### src/rtl/noc_pkg.sv
// noc_pkg: flit geometry, field positions and default NI sizing shared by the NI blocks
package noc_pkg;
  localparam int FLIT_W = 16;
  localparam int COORD_W = 4;
  localparam int PAY_W = 8;
  localparam int PAY_LO = 8;
  localparam int X_LO = 4;
  localparam int Y_LO = 0;
  localparam int DEF_CREDITS = 4;
  localparam int DEF_FIFO_DEPTH = 4;
  function automatic logic [FLIT_W-1:0] make_flit(logic [PAY_W-1:0] p, logic [COORD_W-1:0] x, logic [COORD_W-1:0] y);
    logic [FLIT_W-1:0] f;
    f = '0;
    f[PAY_LO+:PAY_W] = p;
    f[X_LO+:COORD_W] = x;
    f[Y_LO+:COORD_W] = y;
    return f;
  endfunction
  function automatic logic [COORD_W-1:0] dest_x(logic [FLIT_W-1:0] f);
    return f[X_LO+:COORD_W];
  endfunction
  function automatic logic [COORD_W-1:0] dest_y(logic [FLIT_W-1:0] f);
    return f[Y_LO+:COORD_W];
  endfunction
endpackage

### src/rtl/noc_local_ni_if.sv
// noc_local_ni_if: core-side and router-side signals of the local network interface
interface noc_local_ni_if;
  import noc_pkg::*;
  logic [PAY_W-1:0] core_tx_payload;
  logic [COORD_W-1:0] core_tx_dest_x;
  logic [COORD_W-1:0] core_tx_dest_y;
  logic core_tx_valid;
  logic core_tx_ready;
  logic [FLIT_W-1:0] net_tx_data;
  logic net_tx_enable;
  logic net_tx_credit_i;
  logic [FLIT_W-1:0] net_rx_data;
  logic net_rx_enable;
  logic net_rx_credit_o;
  logic [FLIT_W-1:0] core_rx_data;
  logic core_rx_valid;
  logic core_rx_ready;
  logic misroute_err;
  logic overflow_err;
  modport master (
    output core_tx_payload, core_tx_dest_x, core_tx_dest_y, core_tx_valid, net_tx_credit_i,
    output net_rx_data, net_rx_enable, core_rx_ready,
    input core_tx_ready, net_tx_data, net_tx_enable, net_rx_credit_o, core_rx_data, core_rx_valid,
    input misroute_err, overflow_err
  );
  modport slave (
    input core_tx_payload, core_tx_dest_x, core_tx_dest_y, core_tx_valid, net_tx_credit_i,
    input net_rx_data, net_rx_enable, core_rx_ready,
    output core_tx_ready, net_tx_data, net_tx_enable, net_rx_credit_o, core_rx_data, core_rx_valid,
    output misroute_err, overflow_err
  );
endinterface

### src/rtl/noc_ni_fifo.sv
// noc_ni_fifo: synchronous FIFO; a push while full is accepted only when a pop frees the slot
module noc_ni_fifo #(
  parameter int W = 16,
  parameter int DEPTH = 4
) (
  input  logic clk,
  input  logic rst,
  input  logic push,
  input  logic pop,
  input  logic [W-1:0] din,
  output logic [W-1:0] head,
  output logic full,
  output logic empty
);
  localparam int AW = $clog2(DEPTH);
  logic [W-1:0] mem [DEPTH];
  logic [AW:0] wp, rp;
  logic do_push, do_pop;
  assign empty = wp == rp;
  assign full = (wp[AW] != rp[AW]) && (wp[AW-1:0] == rp[AW-1:0]);
  assign head = mem[rp[AW-1:0]];
  assign do_pop = pop && !empty;
  assign do_push = push && (!full || do_pop);
  always_ff @(posedge clk)
    if (do_push) mem[wp[AW-1:0]] <= din;
  always_ff @(posedge clk) begin
    if (rst) begin
      wp <= '0;
      rp <= '0;
    end else begin
      if (do_push) wp <= wp + 1'b1;
      if (do_pop) rp <= rp + 1'b1;
    end
  end
endmodule

### src/rtl/noc_local_ni.sv
// noc_local_ni: core-to-router local port with credit-based TX flow control and a credit-returning RX buffer
module noc_local_ni import noc_pkg::*; #(
  parameter logic [COORD_W-1:0] XCOORD = 4'b0000,
  parameter logic [COORD_W-1:0] YCOORD = 4'b0000,
  parameter int CREDITS = DEF_CREDITS,
  parameter int FIFO_DEPTH = DEF_FIFO_DEPTH
) (
  input logic clk,
  input logic rst,
  noc_local_ni_if.slave ni
);
  localparam int CW = $clog2(CREDITS + 1);
  logic [CW-1:0] credits;
  logic [FLIT_W-1:0] tx_head, rx_head;
  logic tx_full, tx_empty, rx_full, rx_empty;
  logic tx_push, send, rx_pop, bad_dest;
  assign ni.core_tx_ready = !tx_full;
  assign tx_push = ni.core_tx_valid && !tx_full;
  assign send = !tx_empty && credits != '0;
  assign ni.core_rx_valid = !rx_empty;
  assign ni.core_rx_data = rx_head;
  assign rx_pop = !rx_empty && ni.core_rx_ready;
  assign bad_dest = dest_x(ni.net_rx_data) != XCOORD || dest_y(ni.net_rx_data) != YCOORD;
  noc_ni_fifo #(.W(FLIT_W), .DEPTH(FIFO_DEPTH)) u_tx (
    .clk(clk), .rst(rst), .push(tx_push), .pop(send),
    .din(make_flit(ni.core_tx_payload, ni.core_tx_dest_x, ni.core_tx_dest_y)),
    .head(tx_head), .full(tx_full), .empty(tx_empty)
  );
  noc_ni_fifo #(.W(FLIT_W), .DEPTH(FIFO_DEPTH)) u_rx (
    .clk(clk), .rst(rst), .push(ni.net_rx_enable), .pop(rx_pop),
    .din(ni.net_rx_data), .head(rx_head), .full(rx_full), .empty(rx_empty)
  );
  // counter moves with the send decision so a zero count blocks the very next cycle
  always_ff @(posedge clk) begin
    if (rst) begin
      credits <= CW'(CREDITS);
      ni.net_tx_enable <= 1'b0;
      ni.net_tx_data <= '0;
      ni.net_rx_credit_o <= 1'b0;
      ni.misroute_err <= 1'b0;
      ni.overflow_err <= 1'b0;
    end else begin
      ni.net_tx_enable <= send;
      ni.net_tx_data <= send ? tx_head : ni.net_tx_data;
      credits <= (send && !ni.net_tx_credit_i) ? credits - 1'b1 :
                 (!send && ni.net_tx_credit_i && credits != CW'(CREDITS)) ? credits + 1'b1 : credits;
      ni.net_rx_credit_o <= rx_pop;
      ni.misroute_err <= ni.misroute_err || (ni.net_rx_enable && bad_dest);
      ni.overflow_err <= ni.overflow_err || (ni.net_rx_enable && rx_full && !rx_pop);
    end
  end
endmodule

### src/flat_wrapper.sv
// flat-port wrapper written by rule: the top's interface ports become plain ports
module noc_local_ni_flat import noc_pkg::*;
#(
  parameter logic [COORD_W-1:0] XCOORD = 4'b0000,
  parameter logic [COORD_W-1:0] YCOORD = 4'b0000,
  parameter int CREDITS = DEF_CREDITS,
  parameter int FIFO_DEPTH = DEF_FIFO_DEPTH
)
  (clk, rst, ni_core_tx_payload, ni_core_tx_dest_x, ni_core_tx_dest_y, ni_core_tx_valid, ni_net_tx_credit_i, ni_net_rx_data, ni_net_rx_enable, ni_core_rx_ready, ni_core_tx_ready, ni_net_tx_data, ni_net_tx_enable, ni_net_rx_credit_o, ni_core_rx_data, ni_core_rx_valid, ni_misroute_err, ni_overflow_err);
  noc_local_ni_if ni_i ();
  input logic clk;
  input logic rst;
  input wire logic [$bits(ni_i.core_tx_payload)-1:0] ni_core_tx_payload;
  input wire logic [$bits(ni_i.core_tx_dest_x)-1:0] ni_core_tx_dest_x;
  input wire logic [$bits(ni_i.core_tx_dest_y)-1:0] ni_core_tx_dest_y;
  input wire logic [$bits(ni_i.core_tx_valid)-1:0] ni_core_tx_valid;
  input wire logic [$bits(ni_i.net_tx_credit_i)-1:0] ni_net_tx_credit_i;
  input wire logic [$bits(ni_i.net_rx_data)-1:0] ni_net_rx_data;
  input wire logic [$bits(ni_i.net_rx_enable)-1:0] ni_net_rx_enable;
  input wire logic [$bits(ni_i.core_rx_ready)-1:0] ni_core_rx_ready;
  output wire logic [$bits(ni_i.core_tx_ready)-1:0] ni_core_tx_ready;
  output wire logic [$bits(ni_i.net_tx_data)-1:0] ni_net_tx_data;
  output wire logic [$bits(ni_i.net_tx_enable)-1:0] ni_net_tx_enable;
  output wire logic [$bits(ni_i.net_rx_credit_o)-1:0] ni_net_rx_credit_o;
  output wire logic [$bits(ni_i.core_rx_data)-1:0] ni_core_rx_data;
  output wire logic [$bits(ni_i.core_rx_valid)-1:0] ni_core_rx_valid;
  output wire logic [$bits(ni_i.misroute_err)-1:0] ni_misroute_err;
  output wire logic [$bits(ni_i.overflow_err)-1:0] ni_overflow_err;
  assign ni_i.core_tx_payload = ni_core_tx_payload;
  assign ni_i.core_tx_dest_x = ni_core_tx_dest_x;
  assign ni_i.core_tx_dest_y = ni_core_tx_dest_y;
  assign ni_i.core_tx_valid = ni_core_tx_valid;
  assign ni_i.net_tx_credit_i = ni_net_tx_credit_i;
  assign ni_i.net_rx_data = ni_net_rx_data;
  assign ni_i.net_rx_enable = ni_net_rx_enable;
  assign ni_i.core_rx_ready = ni_core_rx_ready;
  assign ni_core_tx_ready = ni_i.core_tx_ready;
  assign ni_net_tx_data = ni_i.net_tx_data;
  assign ni_net_tx_enable = ni_i.net_tx_enable;
  assign ni_net_rx_credit_o = ni_i.net_rx_credit_o;
  assign ni_core_rx_data = ni_i.core_rx_data;
  assign ni_core_rx_valid = ni_i.core_rx_valid;
  assign ni_misroute_err = ni_i.misroute_err;
  assign ni_overflow_err = ni_i.overflow_err;
  noc_local_ni #(.XCOORD(XCOORD), .YCOORD(YCOORD), .CREDITS(CREDITS), .FIFO_DEPTH(FIFO_DEPTH)) u_core (.clk(clk), .rst(rst), .ni(ni_i));
endmodule
### config.mk
export PLATFORM = sky130hd
export DESIGN_NAME = noc_local_ni_flat
export DESIGN_NICKNAME = d
export VERILOG_FILES = /design/src/rtl/noc_pkg.sv /design/src/rtl/noc_local_ni_if.sv /design/src/rtl/noc_ni_fifo.sv /design/src/rtl/noc_local_ni.sv /design/src/flat_wrapper.sv
export SDC_FILE = /design/constraint.sdc
export NUM_CORES = 1
export LEC_CHECK = 0
export BUFFER_PORTS_ARGS = -buffer_cell sky130_fd_sc_hd__buf_2
export CAP_MARGIN = 20
export CORE_MARGIN = 2
export CORE_UTILIZATION = 51
export DETAILED_ROUTE_END_ITERATION = 6
export PLACE_DENSITY = 0.78
export SETUP_SLACK_MARGIN = 0.05
export SYNTH_ARGS = -nofsm -noshare
export SYNTH_HDL_FRONTEND = slang
export SYNTH_SLANG_ARGS = --single-unit
### constraint.sdc
create_clock -name clk -period 3.05 [get_ports clk]
set_input_delay 0.305 -clock clk [delete_from_list [all_inputs] [get_ports clk]]
set_output_delay 0.305 -clock clk [all_outputs]
set_load 0.01 [all_outputs]
Yosys cells after proc, flatten, opt, wreduce, memory -nomap -nowiden
Memories as Yosys holds them, arrays and structs flattened. A register that Yosys moved wholly into a read port is not among the register bits.
Index checks and enable logic that the tools add are counted.
Storage, ports and cells
  latch bits: 0
  memory bits (writable): 128
  ROM bits: 0
  memories kept: 2
  word-level logic and storage cells: 63
  register bits: 19
Memory list
  u_core.u_rx.mem: words 4, width 16, rd ports 1, clocked after memory_dff 1, wr ports 1, line noc_ni_fifo.sv:16  | logic [W-1:0] mem [DEPTH];
  u_core.u_tx.mem: words 4, width 16, rd ports 1, clocked after memory_dff 1, wr ports 1, line noc_ni_fifo.sv:16
Operators by class
  bitwise operators: 0
  multiply operators: 0
  order comparisons: 0
  equality and inequality tests: 7
  div/mod/pow operators: 0
  shifts and indexed selects: 0
  muxes and demuxes: 8
  add/sub/neg operators: 6
  reductions and logical operators: 31
Operators by type and width (number)
  adder 3 x 1 -> 3 bit, second input constant: 5
  logical AND 1 bit: 15
  nonzero test 4 bit: 2
  logical NOT 1 bit: 7
  equality test 3 bit: 2
  2-to-1 mux 3 bit: 2
  logical OR 1 bit: 5
  equality test 2 bit: 2
  2-to-1 mux 1 bit: 4
  2-to-1 mux 2 bit: 2
  inequality test 3 bit, second input constant: 1
  nonzero test 3 bit: 1
  subtractor 3 x 1 -> 3 bit, second input constant: 1
  inequality test 1 bit: 2
  nonzero test 2 bit: 1

Logic depth before layout (Yosys ltp)
  depth after elaboration: 8
  depth in mapped cells: 10
  mapped depth without buffers: 8

Hierarchy
From an unflattened synthesis, not the netlist that was laid out.
Unflattened totals
  cells, all modules: 398
  area total of the unflattened synthesis: 6713.9 um2
By module, submodules not included
  noc_ni_fifo: sequential area each 2082.0 um2, area an instance 2852.7 um2, times used 2, cells each 139
  noc_local_ni: sequential area each 460.4 um2, area an instance 1008.5 um2, times used 1, cells each 120

Worst setup path before layout
Ideal clock, no wire load.
  kind: flip-flop to flip-flop
  start point: reg u_core.u_tx.rp[0]
  end point: reg u_core.credits[1]
  arrival time: 2105 ps
  cell stages (with the launch flop): 10
  path slack: 809 ps
  setup time: 136 ps
  cells stage by stage: dfxtp_1 -> buf_6 -> xnor2_2 -> a31oi_4 -> buf_6 -> nand2_1 -> fa_1 -> nor4_1 -> a2111oi_0 -> a211oi_1
On the way
  cells in the longest elaborated chain, start to end: 7
RTL lines
  from (decl): line noc_ni_fifo.sv:17  | logic [AW:0] wp, rp;
  from (signal assigned): line noc_ni_fifo.sv:32  | if (do_pop) rp <= rp + 1'b1;
  equality test 3 bit *: line noc_ni_fifo.sv:19  | assign empty = wp == rp;
  logical NOT 1 bit *: line noc_local_ni.sv:19  | assign send = !tx_empty && credits != '0;
  logical AND 1 bit *: line noc_local_ni.sv:19
  logical NOT 1 bit: line noc_local_ni.sv:46  | (!send && ni.net_tx_credit_i && credits != CW'(CREDITS)) ? credits + 1'b1 : credits;
  logical AND 1 bit (2 in series): line noc_local_ni.sv:46
  nonzero test 2 bit (no line)
  to (signal assigned): line noc_local_ni.sv:36  | credits <= CW'(CREDITS);
  to (signal assigned): line noc_local_ni.sv:45  | credits <= (send && !ni.net_tx_credit_i) ? credits - 1'b1 :
  to (decl): line noc_local_ni.sv:13  | logic [CW-1:0] credits;
Every way passes the cells marked *; elsewhere a longest branch is shown, timed or not.
A chain may end at the register's enable or synchronous reset.

Worst setup path after layout
  start point: reg u_core.u_tx.rp[1]
  end point: reg u_core.credits[1]
Same word-level chain as after synthesis.

==> results by group <==
Global route
  • Largest net degree at the start of global routing: 34
  • Vias in the first global route: 3537
  • Initial antenna violation count: 0
  • First-pass GRT wire length: 18100 um
  • Grt ovf: 0
  • All-Layer GR Usage: 0.184

Yosys
  • Syn Std Cell Area: 6450 um2
  • Main combinational cell family by area after synthesis: multiplexers
  • Sequential area share after synthesis: 0.711
  • Simple-Gate Fraction of Synth Area: 0.0477
  • Yosys reg bits: 165
  • Post-synthesis adder-cell area fraction: 0.0225
  • Synth Warn #: 0
  • Compound-Gate Fraction of Synth Area: 0.0287
  • Mux contribution to synthesized area: 0.145
  • Synth cell types: 43
  • Syn Area/Cell: 17.9 um2
  • Post-Syn Nets: 409
  • Post-Synthesis Cells: 360
  • Xor/xnor share of the synthesized area: 0.0252

Status
  • Status: completed

Power and ir drop
  • Worst IR Drop VDD: 0.634 mV
  • Cell Pwr Density: 860 nW/um2
  • Leak: 2.81 nW

Critical path
  • Crit path arrival time: 2680 ps
  • Worst setup SP type: flop
  • Largest fanout on the critical path: 9
  • Req. time, crit path: 3340 ps
  • WS Path Type: reg -> reg
  • Setup crit end kind: flop

Clock tree
  • Max Root-Sink Buffers: 2
  • Post-cts sizing count: 0
  • Clk sinks: 165
  • Clock transition at path regs: 60 ps
  • Cts hold-fix bufs: 0
  • Inserted Clock Buffers: 17
  • Root Buffer Master: clkbuf_16
  • CTS tree: yes
  • Post-CTS Setup Inserts: 0
  • Worst-Skew Late Latency: 420 ps
  • H-tree depth: 4

Route
  • Routed via count: 3397
  • Initial DRC count: 259
  • Vias per Instance: 5.33
  • Antenna-violating nets left: 0
  • Remaining DRCs: 0
  • Routed wire length: 11500 um
  • Initial DRT Pass Iterations: 5
  • WL/cell: 18.0 um

Layout
  • Nets@finish: 501
  • N_diodes: 0
  • Commonest non-fill, non-tap cell in the layout: edfxtp_1
  • Final Util: 0.612
  • P&R area growth vs syn: 18.3%
  • Finished Layout Cells: 637
  • Commonest cells after routing, fill and taps aside: edfxtp_1, buf_2, nor2_1, dfxtp_1, mux4_2
  • Share of layout cells above drive strength 1: 0.338
  • Cell area after layout: 7630 um2

Floorplanning
  • Die height: 116 um
  • Die extent in x: 116 um
  • Row cnt: 41
  • Die footprint: 13600 um2
  • Core area: 12500 um2
  • Io pins: 76
  • Starting Density: 0.517

Placement
  • Final Wtd Congestion: 0.754
  • Buffers on Ports: 75
  • Area post-placement: 7050 um2
  • Post-place setup slack: 702 ps
  • Dpl hpwl: 7540 um
  • Placed insts: 605

Timing
  • Final setup vio count: 0
  • Skew final: 7.17 ps
  • RSZ-0062 raised after global routing: no
  • Worst Max-Slew Pin Slew: 825 ps
  • Final Max Slew Viols: 0
  • Fin crit period: 2390 ps
  • Period Utilization, post-route: 0.784
  • Setup TNS: 0 ps
  • Fmax: 418 MHz
  • Final WS setup: 659 ps
  • Max-slew headroom: 0.449
  • Final Hold Fails: 0

Run
  • Maxcap violations: 0

Worst hold path
  • Worst hold path type: in -> reg
==> metal layers <==
layer	part of all wire	global-route usage	routed length (um)	up-vias
li1	-	-	-	1565
met1	0.41	0.226	4720	1705
met2	0.51	0.302	5910	108
met3	0.059	0.0623	676	19
met4	0.016	0.0722	189	0
met5	0	0	0	-
==> cells by family after synthesis <==
group,after synthesis
AOI/OAI and AO/OA,21
adders and majority gates,11
muxes,53
and+or+nand+nor,68
DFF,165
buffers and inverters,26
xor gates and xnor gates,16
==> path summary, 6_finish.rpt <==
path | from | to | slack [ps] | cells past startpoint
max | u_core.u_tx.rp[1] | u_core.credits[1] | 660 | 7
min | ni_core_tx_payload[2] | u_core.u_tx.mem[2][10] | 100 | 1
max reg2reg | u_core.u_tx.rp[1] | u_core.credits[1] | 660 | 7
min reg2reg | u_core.ni.net_tx_data[8] | u_core.ni.net_tx_data[8] | 490 | 2
==> cell usage after synthesis <==
library cell,count,area [um2]
mux4_2,32,721
nor2_2,1,6.26
and2_4,1,8.76
o31ai_1,1,7.51
a21boi_0,1,7.51
and2_1,3,18.8
a31o_2,1,8.76
nand2b_1,2,12.5
nand3_1,3,15.0
edfxtp_1,128,3840
a31oi_1,2,12.5
o31a_1,1,8.76
nor3_1,2,10.0
o21bai_1,1,7.51
nand4_1,2,12.5
o21ai_1,1,5.00
nor4_1,3,18.8
clkbuf_1,8,30.0
nor2b_1,3,18.8
buf_6,3,33.8
fa_1,1,20.0
mux2i_1,20,200
xor2_1,8,70.1
buf_4,1,7.51
a311oi_1,1,8.76
buf_2,3,15.0
inv_1,11,41.3
nor3b_1,1,7.51
mux2_4,1,15.0
a31oi_4,1,21.3
nand2_1,6,22.5
xnor2_1,5,43.8
o221ai_1,1,8.76
xnor2_2,3,48.8
nor2_1,40,150
and3_1,1,6.26
o311ai_0,2,17.5
o41ai_4,1,27.5
a211oi_1,2,15.0
a2111oi_0,1,8.76
ha_1,10,125
a21oi_1,4,20.0
dfxtp_1,37,741
==> sequential cells by signal (all words and copies together) (netlist names), 3 cells and up, named ones only <==
signal / flops
u_core.u_rx.rp: 3
u_core.u_tx.wp: 3
u_core.ni.net_tx_data: 16
u_core.u_rx.wp: 3
u_core.u_tx.mem: 64
u_core.u_rx.mem: 64
u_core.u_tx.rp: 3
u_core.credits: 3
==> critical path, stage by stage, from the launching register on <==
cell and delay (ps):
dfxtp_1 620, xnor2_2 220, a31oi_4 210, nand2_1 90
fa_1 530, nor4_1 60, a2111oi_0 450, a211oi_1 80
==> stage by stage <==
step | hold slack, ps | power [mW]
floorplan | 404 | 4.09
global placement | 471 | 4.48
detailed placement | 477 | 4.55
CTS | 81.7 | 6.62
global route | 82.8 | 6.89
finish | 97.6 | 6.56
==> area by class of cell <==
class                   count  area (um2)
fillers                   887        4840
flip-flops and latches    165        4580
multi-input cells         169        1740
repair buffers             88         473
clock buffers              21         450
well taps                 172         215
clock inverters            11         125
inverters                  11        41.3
==> power breakdown <==
group | switching, mW | internal, mW
Sequential | 0.181 | 2.69
Clock | 0.840 | 1.23
Combinational | 0.832 | 0.785
Total | 1.85 | 4.71
(Power assumes the default switching activity.)
